===== src/rtl/ps2_pkg.sv =====
// Shared constants, frame FSM encoding and decoded key-event layout for the PS/2 receiver.
package ps2_pkg;

  localparam logic [7:0] PS2_EXT_PREFIX = 8'hE0;
  localparam logic [7:0] PS2_BRK_PREFIX = 8'hF0;
  localparam int         PS2_DATA_BITS  = 8;

  localparam logic [1:0] ST_IDLE   = 2'd0;
  localparam logic [1:0] ST_SHIFT  = 2'd1;
  localparam logic [1:0] ST_PARITY = 2'd2;
  localparam logic [1:0] ST_STOP   = 2'd3;

  typedef struct packed {
    logic [7:0] code;
    logic       ext;
    logic       brk;
  } key_evt_t;

  localparam int KEY_EVT_W = $bits(key_evt_t);

  // PS/2 uses odd parity across the eight data bits plus the parity bit.
  function automatic logic odd_parity_ok(input logic [7:0] data, input logic par);
    return ^{data, par};
  endfunction

endpackage


===== src/rtl/ps2_event_fifo.sv =====
// Show-ahead event FIFO: head visible combinationally from storage, write lands 1 cycle after push.
// A push while full is dropped (push_drop) unless a pop happens in the same cycle.
module ps2_event_fifo #(
  parameter int WIDTH = 10,
  parameter int DEPTH = 4
) (
  input  logic             clk,
  input  logic             rst,
  input  logic             push_vld,
  input  logic [WIDTH-1:0] push_dat,
  input  logic             pop_rdy,
  output logic [WIDTH-1:0] head_dat,
  output logic             head_vld,
  output logic             push_drop
);

  localparam int AW = $clog2(DEPTH);
  localparam int CW = AW + 1;

  logic [WIDTH-1:0] mem_q [DEPTH];
  logic [WIDTH-1:0] mem_d [DEPTH];
  logic [AW-1:0]    wr_ptr_q, wr_ptr_d;
  logic [AW-1:0]    rd_ptr_q, rd_ptr_d;
  logic [CW-1:0]    count_q, count_d;
  logic             empty, full, pop, wr_en;

  always_comb begin
    empty     = (count_q == '0);
    full      = (count_q == CW'(DEPTH));
    pop       = !empty && pop_rdy;
    wr_en     = push_vld && (!full || pop);
    push_drop = push_vld && full && !pop;
    mem_d     = mem_q;
    wr_ptr_d  = wr_ptr_q;
    rd_ptr_d  = rd_ptr_q;
    if (wr_en) begin
      mem_d[wr_ptr_q] = push_dat;
      wr_ptr_d        = wr_ptr_q + AW'(1);
    end
    if (pop) begin
      rd_ptr_d = rd_ptr_q + AW'(1);
    end
    count_d = count_q + CW'(wr_en) - CW'(pop);
  end

  always_ff @(posedge clk) begin
    if (rst) begin
      for (int i = 0; i < DEPTH; i++) mem_q[i] <= '0;
      wr_ptr_q <= '0;
      rd_ptr_q <= '0;
      count_q  <= '0;
    end else begin
      mem_q    <= mem_d;
      wr_ptr_q <= wr_ptr_d;
      rd_ptr_q <= rd_ptr_d;
      count_q  <= count_d;
    end
  end

  assign head_dat = mem_q[rd_ptr_q];
  assign head_vld = !empty;

endmodule


===== src/rtl/ps2_scancode_receiver.sv =====
// PS/2 keyboard receiver: sync + glitch filter, 11-bit frame FSM, E0/F0 prefix folding, event FIFO.
// Stop-bit fall strobe to key_valid is 2 clk; key_ready stalls the FIFO, full FIFO drops with overflow.
module ps2_scancode_receiver
  import ps2_pkg::*;
#(
  parameter int SYNC_STAGES    = 2,
  parameter int FILTER_LEN     = 4,
  parameter int TIMEOUT_CYCLES = 5000,
  parameter int FIFO_DEPTH     = 4
) (
  input  logic       clk,
  input  logic       rst,
  input  logic       ps2_clk,
  input  logic       ps2_data,
  output logic [7:0] key_code,
  output logic       key_ext,
  output logic       key_break,
  output logic       key_valid,
  input  logic       key_ready,
  output logic       frame_err,
  output logic       overflow,
  output logic [7:0] led_code
);

  localparam int FCW = $clog2(FILTER_LEN) + 1;
  localparam int TW  = $clog2(TIMEOUT_CYCLES);

  logic [SYNC_STAGES-1:0] clk_sync_q, clk_sync_d;
  logic [SYNC_STAGES-1:0] dat_sync_q, dat_sync_d;
  logic [FCW-1:0]         filt_cnt_q, filt_cnt_d;
  logic                   filt_q, filt_d;
  logic                   fall_q, fall_d;
  logic                   fall_dat_q, fall_dat_d;
  logic [1:0]             state_q, state_d;
  logic [2:0]             bit_cnt_q, bit_cnt_d;
  logic [7:0]             shift_q, shift_d;
  logic                   par_q, par_d;
  logic [TW-1:0]          tmo_q, tmo_d;
  logic                   acc_q, acc_d;
  logic [7:0]             acc_byte_q, acc_byte_d;
  logic                   ferr_q, ferr_d;
  logic                   ext_pend_q, ext_pend_d;
  logic                   brk_pend_q, brk_pend_d;
  logic [7:0]             led_code_q, led_code_d;
  logic                   ovf_q, ovf_d;
  logic                   push_vld, push_drop, clk_s, dat_s;
  key_evt_t               push_dat, head_dat;

  // Synchroniser and ps2_clk filter; lines idle high so everything resets to 1.
  always_comb begin
    clk_sync_d = {clk_sync_q[SYNC_STAGES-2:0], ps2_clk};
    dat_sync_d = {dat_sync_q[SYNC_STAGES-2:0], ps2_data};
    clk_s      = clk_sync_q[SYNC_STAGES-1];
    dat_s      = dat_sync_q[SYNC_STAGES-1];
    filt_d     = filt_q;
    filt_cnt_d = '0;
    if (clk_s != filt_q) begin
      if (filt_cnt_q == FCW'(FILTER_LEN - 1)) begin
        filt_d = clk_s;
      end else begin
        filt_cnt_d = filt_cnt_q + FCW'(1);
      end
    end
    fall_d     = filt_q && !filt_d;
    fall_dat_d = dat_s;
  end

  always_comb begin
    state_d    = state_q;
    bit_cnt_d  = bit_cnt_q;
    shift_d    = shift_q;
    par_d      = par_q;
    acc_d      = 1'b0;
    acc_byte_d = acc_byte_q;
    ferr_d     = 1'b0;
    tmo_d      = (state_q == ST_IDLE || fall_q) ? '0 : tmo_q + TW'(1);
    case (state_q)
      ST_IDLE: begin
        if (fall_q && !fall_dat_q) begin
          state_d   = ST_SHIFT;
          bit_cnt_d = '0;
        end
      end
      ST_SHIFT: begin
        if (fall_q) begin
          shift_d   = {fall_dat_q, shift_q[7:1]};
          bit_cnt_d = bit_cnt_q + 3'd1;
          if (bit_cnt_q == 3'(PS2_DATA_BITS - 1)) state_d = ST_PARITY;
        end
      end
      ST_PARITY: begin
        if (fall_q) begin
          par_d   = fall_dat_q;
          state_d = ST_STOP;
        end
      end
      default: begin
        if (fall_q) begin
          if (fall_dat_q && odd_parity_ok(shift_q, par_q)) begin
            acc_d      = 1'b1;
            acc_byte_d = shift_q;
          end else begin
            ferr_d = 1'b1;
          end
          state_d = ST_IDLE;
        end
      end
    endcase
    // A stalled keyboard abandons the partial byte but keeps any prefix already seen.
    if (state_q != ST_IDLE && !fall_q && tmo_q == TW'(TIMEOUT_CYCLES - 1)) begin
      ferr_d  = 1'b1;
      state_d = ST_IDLE;
    end
  end

  always_comb begin
    led_code_d = led_code_q;
    ext_pend_d = ext_pend_q;
    brk_pend_d = brk_pend_q;
    push_vld   = 1'b0;
    push_dat   = '{code: acc_byte_q, ext: ext_pend_q, brk: brk_pend_q};
    if (acc_q) begin
      led_code_d = acc_byte_q;
      if (acc_byte_q == PS2_EXT_PREFIX) begin
        ext_pend_d = 1'b1;
      end else if (acc_byte_q == PS2_BRK_PREFIX) begin
        brk_pend_d = 1'b1;
      end else begin
        push_vld   = 1'b1;
        ext_pend_d = 1'b0;
        brk_pend_d = 1'b0;
      end
    end
    ovf_d = push_drop;
  end

  always_ff @(posedge clk) begin
    if (rst) begin
      clk_sync_q <= '1;
      dat_sync_q <= '1;
      filt_cnt_q <= '0;
      filt_q     <= 1'b1;
      fall_q     <= 1'b0;
      fall_dat_q <= 1'b1;
      state_q    <= ST_IDLE;
      bit_cnt_q  <= '0;
      shift_q    <= '0;
      par_q      <= 1'b0;
      tmo_q      <= '0;
      acc_q      <= 1'b0;
      acc_byte_q <= '0;
      ferr_q     <= 1'b0;
      ext_pend_q <= 1'b0;
      brk_pend_q <= 1'b0;
      led_code_q <= '0;
      ovf_q      <= 1'b0;
    end else begin
      clk_sync_q <= clk_sync_d;
      dat_sync_q <= dat_sync_d;
      filt_cnt_q <= filt_cnt_d;
      filt_q     <= filt_d;
      fall_q     <= fall_d;
      fall_dat_q <= fall_dat_d;
      state_q    <= state_d;
      bit_cnt_q  <= bit_cnt_d;
      shift_q    <= shift_d;
      par_q      <= par_d;
      tmo_q      <= tmo_d;
      acc_q      <= acc_d;
      acc_byte_q <= acc_byte_d;
      ferr_q     <= ferr_d;
      ext_pend_q <= ext_pend_d;
      brk_pend_q <= brk_pend_d;
      led_code_q <= led_code_d;
      ovf_q      <= ovf_d;
    end
  end

  ps2_event_fifo #(
    .WIDTH(KEY_EVT_W),
    .DEPTH(FIFO_DEPTH)
  ) u_fifo (
    .clk      (clk),
    .rst      (rst),
    .push_vld (push_vld),
    .push_dat (push_dat),
    .pop_rdy  (key_ready),
    .head_dat (head_dat),
    .head_vld (key_valid),
    .push_drop(push_drop)
  );

  assign key_code  = head_dat.code;
  assign key_ext   = head_dat.ext;
  assign key_break = head_dat.brk;
  assign frame_err = ferr_q;
  assign overflow  = ovf_q;
  assign led_code  = led_code_q;

endmodule

===== config.mk =====
export PLATFORM = sky130hd
export DESIGN_NAME = ps2_scancode_receiver
export DESIGN_NICKNAME = d
export VERILOG_FILES = /design/src/rtl/ps2_pkg.sv /design/src/rtl/ps2_event_fifo.sv /design/src/rtl/ps2_scancode_receiver.sv
export SDC_FILE = /design/constraint.sdc
export NUM_CORES = 1
export LEC_CHECK = 0
export CORE_UTILIZATION = 29
export CTS_CLUSTER_DIAMETER = 150
export CTS_CLUSTER_SIZE = 24
export DETAILED_ROUTE_END_ITERATION = 7
export PLACE_DENSITY_LB_ADDON = 0.08
export SYNTH_ARGS = -nofsm -noshare
export SYNTH_HDL_FRONTEND = slang
export SYNTH_SLANG_ARGS = --single-unit

===== constraint.sdc =====
create_clock -name clk -period 7.5 [get_ports clk]
set_input_delay 1.5 -clock clk [delete_from_list [all_inputs] [get_ports clk]]
set_output_delay 1.5 -clock clk [all_outputs]
set_load 0.01 [all_outputs]

==> results of run 1 <==
layer usage:
layer  global-route usage  up-vias
met1                0.156     1429
met3               0.0344        9
met5                    0        -
met2                0.208       25
li1                     -     1542
met4               0.0489        0
state kept, by name, indices dropped and copies added (netlist names), 3 cells and up:
signal          count
u_fifo.count_q      3
tmo_q              13
filt_cnt_q          3
led_code            8
bit_cnt_q           3
acc_byte_q          8
shift_q             8
u_fifo.mem_q       40
kinds of logic after synthesis:
kind of cell,count (synthesis),synth area share
AOI/OAI and AO/OA,31,0.0443
xor gates and xnor gates,22,0.0494
adders and majority gates,17,0.0494
buffers and inverters,44,0.0415
DFF,105,0.471
muxes,68,0.183
and+or+nand+nor,157,0.161
layout make-up:
type / count / area share
Inverter: 19 / 0.0138
Multi-Input combinational cell: 295 / 0.426
Timing Repair Buffer: 26 / 0.0489
Tap cell: 184 / 0.0446
Clock buffer: 12 / 0.0497
Clock inverter: 4 / 0.00993
Sequential cell: 105 / 0.407
worst reg2reg max path: cells and delay by family, from the launching register on:
| kind | cells | cell delay [ns] |
|---|---|---|
| DFF | 1 | 0.35 |
| buffers and inverters | 1 | 0.08 |
| and+or+nand+nor | 2 | 0.86 |
| xor gates and xnor gates | 2 | 0.31 |
| AOI/OAI and AO/OA | 1 | 0.22 |
| adders and majority gates | 2 | 0.60 |
cell usage in the layout (no fill, tap or decap), types with 15 or more instances in the layout:
cell type and instances:
nand2_1 34, dfxtp_1 105, a21oi_1 15, inv_1 18, nand3_1 15, ha_1 16
xnor2_1 15, mux2i_1 57, nor2_1 73, clkdlybuf4s50_1 24
through the flow:
stage                     setup slack, ns  power (W)  utilization  area [um2]  instances
after floorplan                      3.96   0.000679            -        4460        444
after global placement               3.43   0.000707        0.329        4860        629
after detailed placement             3.40   0.000707        0.329        4860        629
after CTS                            3.56    0.00120        0.350        5160        645
after global routing                 3.50    0.00123        0.350        5160        645
final                                3.66    0.00118        0.350        5160        645
power by group through the flow:
| stage | Combinational (W) | Clock, W | Sequential (W) |
|---|---|---|---|
| global placement | 0.0000925 | 0 | 0.000615 |
| CTS | 0.0000934 | 0.000506 | 0.000600 |
| global route | 0.000103 | 0.000525 | 0.000604 |
| finish | 0.0000915 | 0.000486 | 0.000599 |
| floorplan | 0.0000881 | 0 | 0.000591 |
| detailed placement | 0.0000931 | 0 | 0.000614 |
worst paths after layout:
kind	startpoint	endpoint	slack (ns)	cells past startpoint
min reg2reg	clk_sync_q[0]	clk_sync_q[1]	0.41	1
max	u_fifo.rd_ptr_q[0]	key_code[7]	3.66	2
min	clk_sync_q[0]	clk_sync_q[1]	0.41	1
max reg2reg	u_fifo.count_q[1]	u_fifo.count_q[2]	4.93	8
==> metrics.txt, run 1 <==
worst hold path type flip-flop to flip-flop; Yosys top cell area share 0.471; placer's final routability congestion estimate a little over 0.7; initial antenna violation count 0; final-report max-slew violation count 0; final worst-path cycle share 0.512; Via density between 4 and 5; die width approximately 130 um; Root Buffer clkbuf_16; Initial Utilization 0.302; area grow syn2layout 15.7%; fillers 1514; Synth Register Bits between 100 and 150; DRC errors left 0; # clock sinks around 110; Detail Route met2 WL approximately 4.4 mm; crit end category primary output; status completed; Hold Slack between 0.4 and 0.5 ns; Nets ~480; top cell family by delay on the critical path flip-flops; cell with the most instances after synthesis dfxtp_1; multi-input combinational cell area roughly 0.0022 mm2; CTS tree built; Mapped Nets 466; Lkg Pwr about 2.1 nW; Sw Ratio 0.234; DRT Pass-1 Iters 4; M1 WL about 4.4 mm; WL met3 roughly 220 um; Worst Clk Skew 0.00593 ns; CTS max path bufs 2; Worst Path Max Fanout 12; setup TNS 0 ns; internal power about 0.00090 W; Yosys cell types between 40 and 50; critical path required time ~6.0 ns; EDFF count, synth 0; max_cap viols 0; Slowest cell on crit path dfxtp_1; f_max approximately 0.26 GHz; die footprint between 0.015 and 0.02 mm2; critical path data arrival time 2.34 ns; fin crit period between 3 and 4 ns; antenna-violating nets left 0; overflow left after global routing 0; measured slew at the worst slew-check pin a little over 0.9 ns; largest area contributor in the netlist dfxtp_1; clock power share 0.413; Hold Fails Final Rpt 0; sequential power share 0.509; worst skew pair latency 0.35 ns; top post-synthesis cells by area dfxtp_1, mux2i_1, nor2_1; Critical Path, Cell by Cell mux4_2 -> clkdlybuf4s50_1; # diodes 0; Seq/Total Area, Yosys 0.471; TritonCTS Buffers 9; pwr dens ~230 mW/mm2; # hold bufs at CTS 0; Setup Buffers After CTS 0; P_sw 0.000276 W; WL final just over 9 mm; VDD IR-drop max around 0.00014 V; Die Height 126 um; vias in the first global route between 2000 and 3000; combinational share of power 0.078; category of the most critical setup path flip-flop to primary output; Cells after Synth 444; CTS clk-pin slew, worst paths 0.07 ns; PortBufs 25; layout cells sized above 1 0.0868; setup violators final 0; startpoint types flip-flop; via count between 3000 and 4000; FP Rows 44; core area 0.0148 mm2; Post-synth top cells dfxtp_1, nor2_1, mux2i_1, nand2_1; max incr delay on CP around 0.86 ns; RSZ-0062 raised after global routing false; Initial DRC Count between 150 and 200; GRT Util Overall 0.126; Avg Inst Size Synth 10.0 um2; Avg WL per Cell roughly 14 um; Synth warnings 0; Worst Path Buf+Inv 1; Async SR Flop Fraction 0; DR top layer met4; I/O pin count 26; global-route wire length before repair 15.5 mm; PostCTS Resize Cnt 0; H-tree depth 3; Mapped Area 0.00446 mm2; Main synth FF type dfxtp_1; Final HPWL DP 5.87 mm; Reg area ~0.0021 mm2; Slew HR 0.379; pin count of the biggest net entering global routing 81
(Power assumes the default switching activity.)
==> run 2, diff against run 1 <==
Clock period 7.5 ns to 3.9 ns, I/O delays scaled along.
==> run 2 against run 1 <==
Critical endpoint unchanged. Setup slack got worse by 2.9 ns. Critical path type unchanged. Total power increased by 90%. First-iteration DRC count decreased by 28%. Global-route usage increased by 0.37 points. Combinational power increased by 100%. Cell area decreased by 0.29%. Clock power increased by 83%. Largest cell class unchanged. Wire length increased by 1.3%. Highest routed layer unchanged. Clock skew increased by 0.00071 ns. Cell count decreased by 0.16%.
==> metrics.txt, run 2 (synthesis gave the netlist of run 1 again) <==
Setup Buffers After CTS 0 (unchanged); category of the most critical setup path flip-flop to primary output; GRT Util Overall 0.130 (+0.00370); # diodes 0 (unchanged); TritonCTS Buffers 9 (unchanged); WL final 9.28 mm (+1.3%); final core utilization 0.349 (-0.00102); Final HPWL DP 6.10 mm (+3.9%); via count 3029 (+0.80%); Largest Register u_fifo.mem_q; overflow left after global routing 0 (unchanged); Setup WS post-layout 0.788 ns (-2.87 ns); max_cap viols 0 (unchanged); Nets 479 (+0.21%); DRC errors left 0 (unchanged); pwr dens 433 mW/mm2 (+90%); CTS max path bufs 2 (unchanged); measured slew at the worst slew-check pin 0.966 ns (+0.0368 ns); core area 0.0148 mm2 (unchanged); R2R cell count 8 (unchanged); CTS tree built; PostCTS Resize Cnt 0 (unchanged); Placed Instance Area 0.00486 mm2 (+0.15%); global-route wire length before repair 16.0 mm (+3.4%); die width 126 um (unchanged); Setup WS pre-CTS 0.497 ns (-2.90 ns); Initial DRC Count 123 (-28%); pin count of the biggest net entering global routing 68 (-16%); Slew HR 0.356 (-0.0237); final instance area 0.00515 mm2 (-0.29%); # hold bufs at CTS 0 (unchanged); Initial Utilization 0.302 (unchanged); R2R setup slack 1.32 ns (-3.61 ns); most common cell after layout, fill and taps aside dfxtp_1; Avg WL per Cell 14.4 um (+1.4%); f_max ~0.32 GHz; critical path required time 3.12 ns (-2.88 ns); status completed; Hold Slack 0.417 ns (+0.00945 ns); final-report max-slew violation count 0 (unchanged); Worst Path Max Fanout 11 (-1); Hold Path Sink filt_cnt_q[0]; # clock sinks 105 (unchanged); critical hold path startpoint filt_cnt_q[0]; Lkg Pwr 2.05 nW (-0.29%); Via density 4.70 (+0.96%); H-tree depth 3 (unchanged); worst hold path type flip-flop to flip-flop; antenna-violating nets left 0 (unchanged); max FFs per register 40 (unchanged); FP Rows 44 (unchanged); fin crit period between 3 and 4 ns; area grow syn2layout 15.4%; vias in the first global route 3100 (+5.6%); PortBufs 25 (unchanged); Worst Clk Skew 0.00664 ns (+0.000713 ns); die footprint 0.0159 mm2 (unchanged); setup violators final 0 (unchanged); R2R Path End u_fifo.count_q[2]; layout cells sized above 1 0.0848 (-0.00199); startpoint types flip-flop; RSZ-0062 raised after global routing false; placer's final routability congestion estimate 0.705 (-0.25%); initial antenna violation count 0 (unchanged); biggest registers after layout u_fifo.mem_q: 40 flops, tmo_q: 13 flops; DRT Pass-1 Iters 4 (unchanged); worst skew pair latency 0.34 ns (about the same); Die Height 126 um (unchanged); crit end category primary output; Worst R2R Start u_fifo.count_q[1]; VDD IR-drop max 0.000212 V (+53%); Hold Path Stages 1 (unchanged); CTS clk-pin slew, worst paths 0.07 ns (about the same); Hold Fails Final Rpt 0 (unchanged); I/O pin count 26 (unchanged); Root Buffer clkbuf_16; final worst-path cycle share 0.798; setup TNS 0 ns (unchanged); most frequent cells in the layout dfxtp_1, nor2_1, mux2i_1; critical path data arrival time 2.33 ns (about the same)
==> run 2: cell count changes in the layout (fill, tap and decap cells not counted) <==
cell      delta
buf_4        +1
clkinv_4     -1
clkbuf_8     -1
==> run 2: cell type report <==
type,count,area [um2]
fillers,1482,9610
multi-input cells,295,2200
flip-flops and latches,105,2100
repair buffers,27,260
clock buffers,11,243
well taps,184,230
inverters,19,71.3
clock inverters,3,42.5
==> run 2: power by group <==
group	switching, W	internal [W]	total, W	leakage (nW)
logic	0.0000762	0.000111	0.000187	1.06
clock network	0.000383	0.000507	0.000890	0.137
registers	0.0000587	0.00109	0.00115	0.847
==> run 2: per-stage QoR <==
step	power, W	cells
2_1_floorplan	0.00131	444
3_3_place_gp	0.00137	630
3_5_place_dp	0.00137	630
4_1_cts	0.00228	644
5_1_grt	0.00235	644
6_report	0.00223	644
==> run 2: worst max path at each step <==
stage,cells past startpoint,from,slack (ns),endpoint
after floorplan,9,key_ready,1.08,u_fifo.count_q[2]
after global placement,9,key_ready,0.56,u_fifo.count_q[2]
after detailed placement,9,key_ready,0.50,u_fifo.count_q[2]
after CTS,2,u_fifo.rd_ptr_q[0],0.68,key_code[7]
after global routing,2,u_fifo.rd_ptr_q[0],0.63,key_code[7]
final,2,u_fifo.rd_ptr_q[0],0.79,key_code[7]
==> run 2: worst max-delay path, cell delays in order, from the launching register on <==
cell and delay [ns]:
dfxtp_1 0.84, mux4_2 0.64, clkdlybuf4s50_1 0.50
==> run 2: per-layer routing <==
| layer | part of all wire | global-route usage | vias to the layer above | routed length (um) |
|---|---|---|---|---|
| met5 | 0 | 0 | - | 0 |
| met4 | 0.015 | 0.0446 | 0 | 141 |
| met3 | 0.026 | 0.0348 | 12 | 245 |
| met2 | 0.48 | 0.222 | 26 | 4480 |
| met1 | 0.48 | 0.157 | 1458 | 4420 |
| li1 | - | - | 1533 | - |
==> run 3, diff against run 2 <==
Clock period 3.9 ns to 2.84 ns, I/O delays scaled along.
==> run 3 against run 2 <==
Die area did not move. Clock power grew 36%. Global-route usage shrank 0.42 points. Via count up 0.50%. Register-to-register slack got worse by 0.83 ns. Total power grew 37%. Count of clock-buffer cells in the layout is 3 higher. Cell count up 1.9%. Critical endpoint is now u_fifo.count_q[2]. Largest power group unchanged. Highest routed layer unchanged.
==> metrics.txt, run 3 (synthesis gave the netlist of run 1 again) <==
status completed; CTS clk-pin slew, worst paths 0.07 ns (about the same); most frequent cells in the layout dfxtp_1, nor2_1, mux2i_1; antenna-violating nets left 0 (unchanged); # hold bufs at CTS 0 (unchanged); Sw Ratio 0.231 (-0.00131); initial antenna violation count 0 (unchanged); Setup WS pre-CTS -0.100 ns (-0.598 ns); crit end category flip-flop; Placed Instance Area 0.00497 mm2 (+2.2%); f_max 0.388 GHz; worst hold path type flip-flop to flip-flop; measured slew at the worst slew-check pin 0.525 ns (-0.442 ns); VDD IR-drop max 0.000277 V (+31%); combinational share of power 0.101 (+0.017); Root Buffer clkbuf_16; Worst Clk Skew 0.00664 ns (-0.00000580 ns); TritonCTS Buffers 9 (unchanged); CTS tree built; Initial Utilization 0.302 (unchanged); # diodes 0 (unchanged); via count 3044 (+0.50%); Hold Slack 0.414 ns (-0.00229 ns); critical path required time 3.06 ns (-0.06 ns); I/O pin count 26 (unchanged); layout cells sized above 1 0.0996 (+0.0148); sequential power share 0.502 (-0.015); Setup Buffers After CTS 0 (unchanged); internal power 0.00235 W (+37%); final-report max-slew violation count 0 (unchanged); setup violators final 0 (unchanged); category of the most critical setup path input port to flip-flop; clock power share 0.397 (-0.002); Hold Fails Final Rpt 0 (unchanged); pwr dens 581 mW/mm2 (+34%); Nets 490 (+2.3%); area grow syn2layout 18.0%; biggest registers after layout u_fifo.mem_q: 40 flops, tmo_q: 13 flops; placer's final routability congestion estimate 0.746 (+5.8%); Lkg Pwr 2.13 nW (+4.1%); Slew HR 0.647 (+0.291); Worst Path Max Fanout 2 (-9); PortBufs 25 (unchanged); setup TNS 0 ns (unchanged); most common cell after layout, fill and taps aside dfxtp_1; final worst-path cycle share 0.909; # clock sinks 105 (unchanged); max_cap viols 0 (unchanged); worst skew pair latency 0.34 ns (about the same); DRC errors left 0 (unchanged); critical path data arrival time 2.80 ns (+0.47 ns); global-route wire length before repair 15.5 mm (-3.2%); Via density 4.64 (-1.3%); WL final 9.08 mm (-2.2%); FP Rows 44 (unchanged); Final HPWL DP 6.26 mm (+2.6%); final instance area 0.00526 mm2 (+2.2%); max FFs per register 40 (unchanged); GRT Util Overall 0.126 (-0.00417); Die Height 126 um (unchanged); Largest Register u_fifo.mem_q; fin crit period ~2.6 ns; DRT Pass-1 Iters 4 (unchanged); die footprint 0.0159 mm2 (unchanged); P_sw 0.000706 W (+36%); RSZ-0062 raised after global routing false; Avg WL per Cell 13.8 um (-4.0%); pin count of the biggest net entering global routing 48 (-29%); CTS max path bufs 2 (unchanged); overflow left after global routing 0 (unchanged); Initial DRC Count 123 (unchanged); H-tree depth 3 (unchanged); vias in the first global route 3083 (-0.55%); startpoint types input port; die width 126 um (unchanged); Setup WS post-layout 0.260 ns (-0.528 ns); PostCTS Resize Cnt 0 (unchanged); core area 0.0148 mm2 (unchanged)
run 3: layer usage:
metal | vias up | share of wire | global-route usage | wire length (um)
met3 | 6 | 0.029 | 0.0425 | 261
met1 | 1454 | 0.47 | 0.147 | 4280
met2 | 28 | 0.49 | 0.219 | 4470
met5 | - | 0 | 0 | 0
met4 | 0 | 0.0077 | 0.0319 | 70
li1 | 1556 | - | - | -
run 3: worst paths after layout:
kind	slack, ns	cells after the start	to	start
worst min-delay path	0.41	1	dat_sync_q[1]	dat_sync_q[0]
worst min register to register	0.41	1	dat_sync_q[1]	dat_sync_q[0]
worst max register to register	0.49	8	u_fifo.count_q[2]	u_fifo.count_q[1]
worst max-delay path	0.26	9	u_fifo.count_q[2]	key_ready
run 3: area by class of cell:
cell class,count,area (um2)
well taps,184,230
multi-input cells,295,2170
inverters,19,71.3
fillers,1516,9490
clock buffers,14,284
repair buffers,38,393
clock inverters,1,8.76
flip-flops and latches,105,2100
run 3: power by group through the flow:
stage / clock [W] / sequential (W) / combinational (W)
2_1_floorplan: 0 / 0.00156 / 0.000233
3_3_place_gp: 0 / 0.00157 / 0.000321
3_5_place_dp: 0 / 0.00157 / 0.000319
4_1_cts: 0.00127 / 0.00153 / 0.000321
5_1_grt: 0.00132 / 0.00154 / 0.000352
6_report: 0.00121 / 0.00153 / 0.000309
run 3: metrics by stage:
stage	power [W]	cells	util
after floorplan	0.00179	444	-
after global routing	0.00321	656	0.357
after CTS	0.00312	656	0.357
after global placement	0.00189	641	0.337
final	0.00306	656	0.357
after detailed placement	0.00189	641	0.337
run 3: critical path, cell delays in order:
cell and delay, ns:
clkdlybuf4s50_1 0.42, or4b_2 0.64, o211ai_1 0.13, inv_1 0.07, ha_1 0.20, fa_1 0.40
xnor2_1 0.18, xnor2_1 0.14, nor2_1 0.05
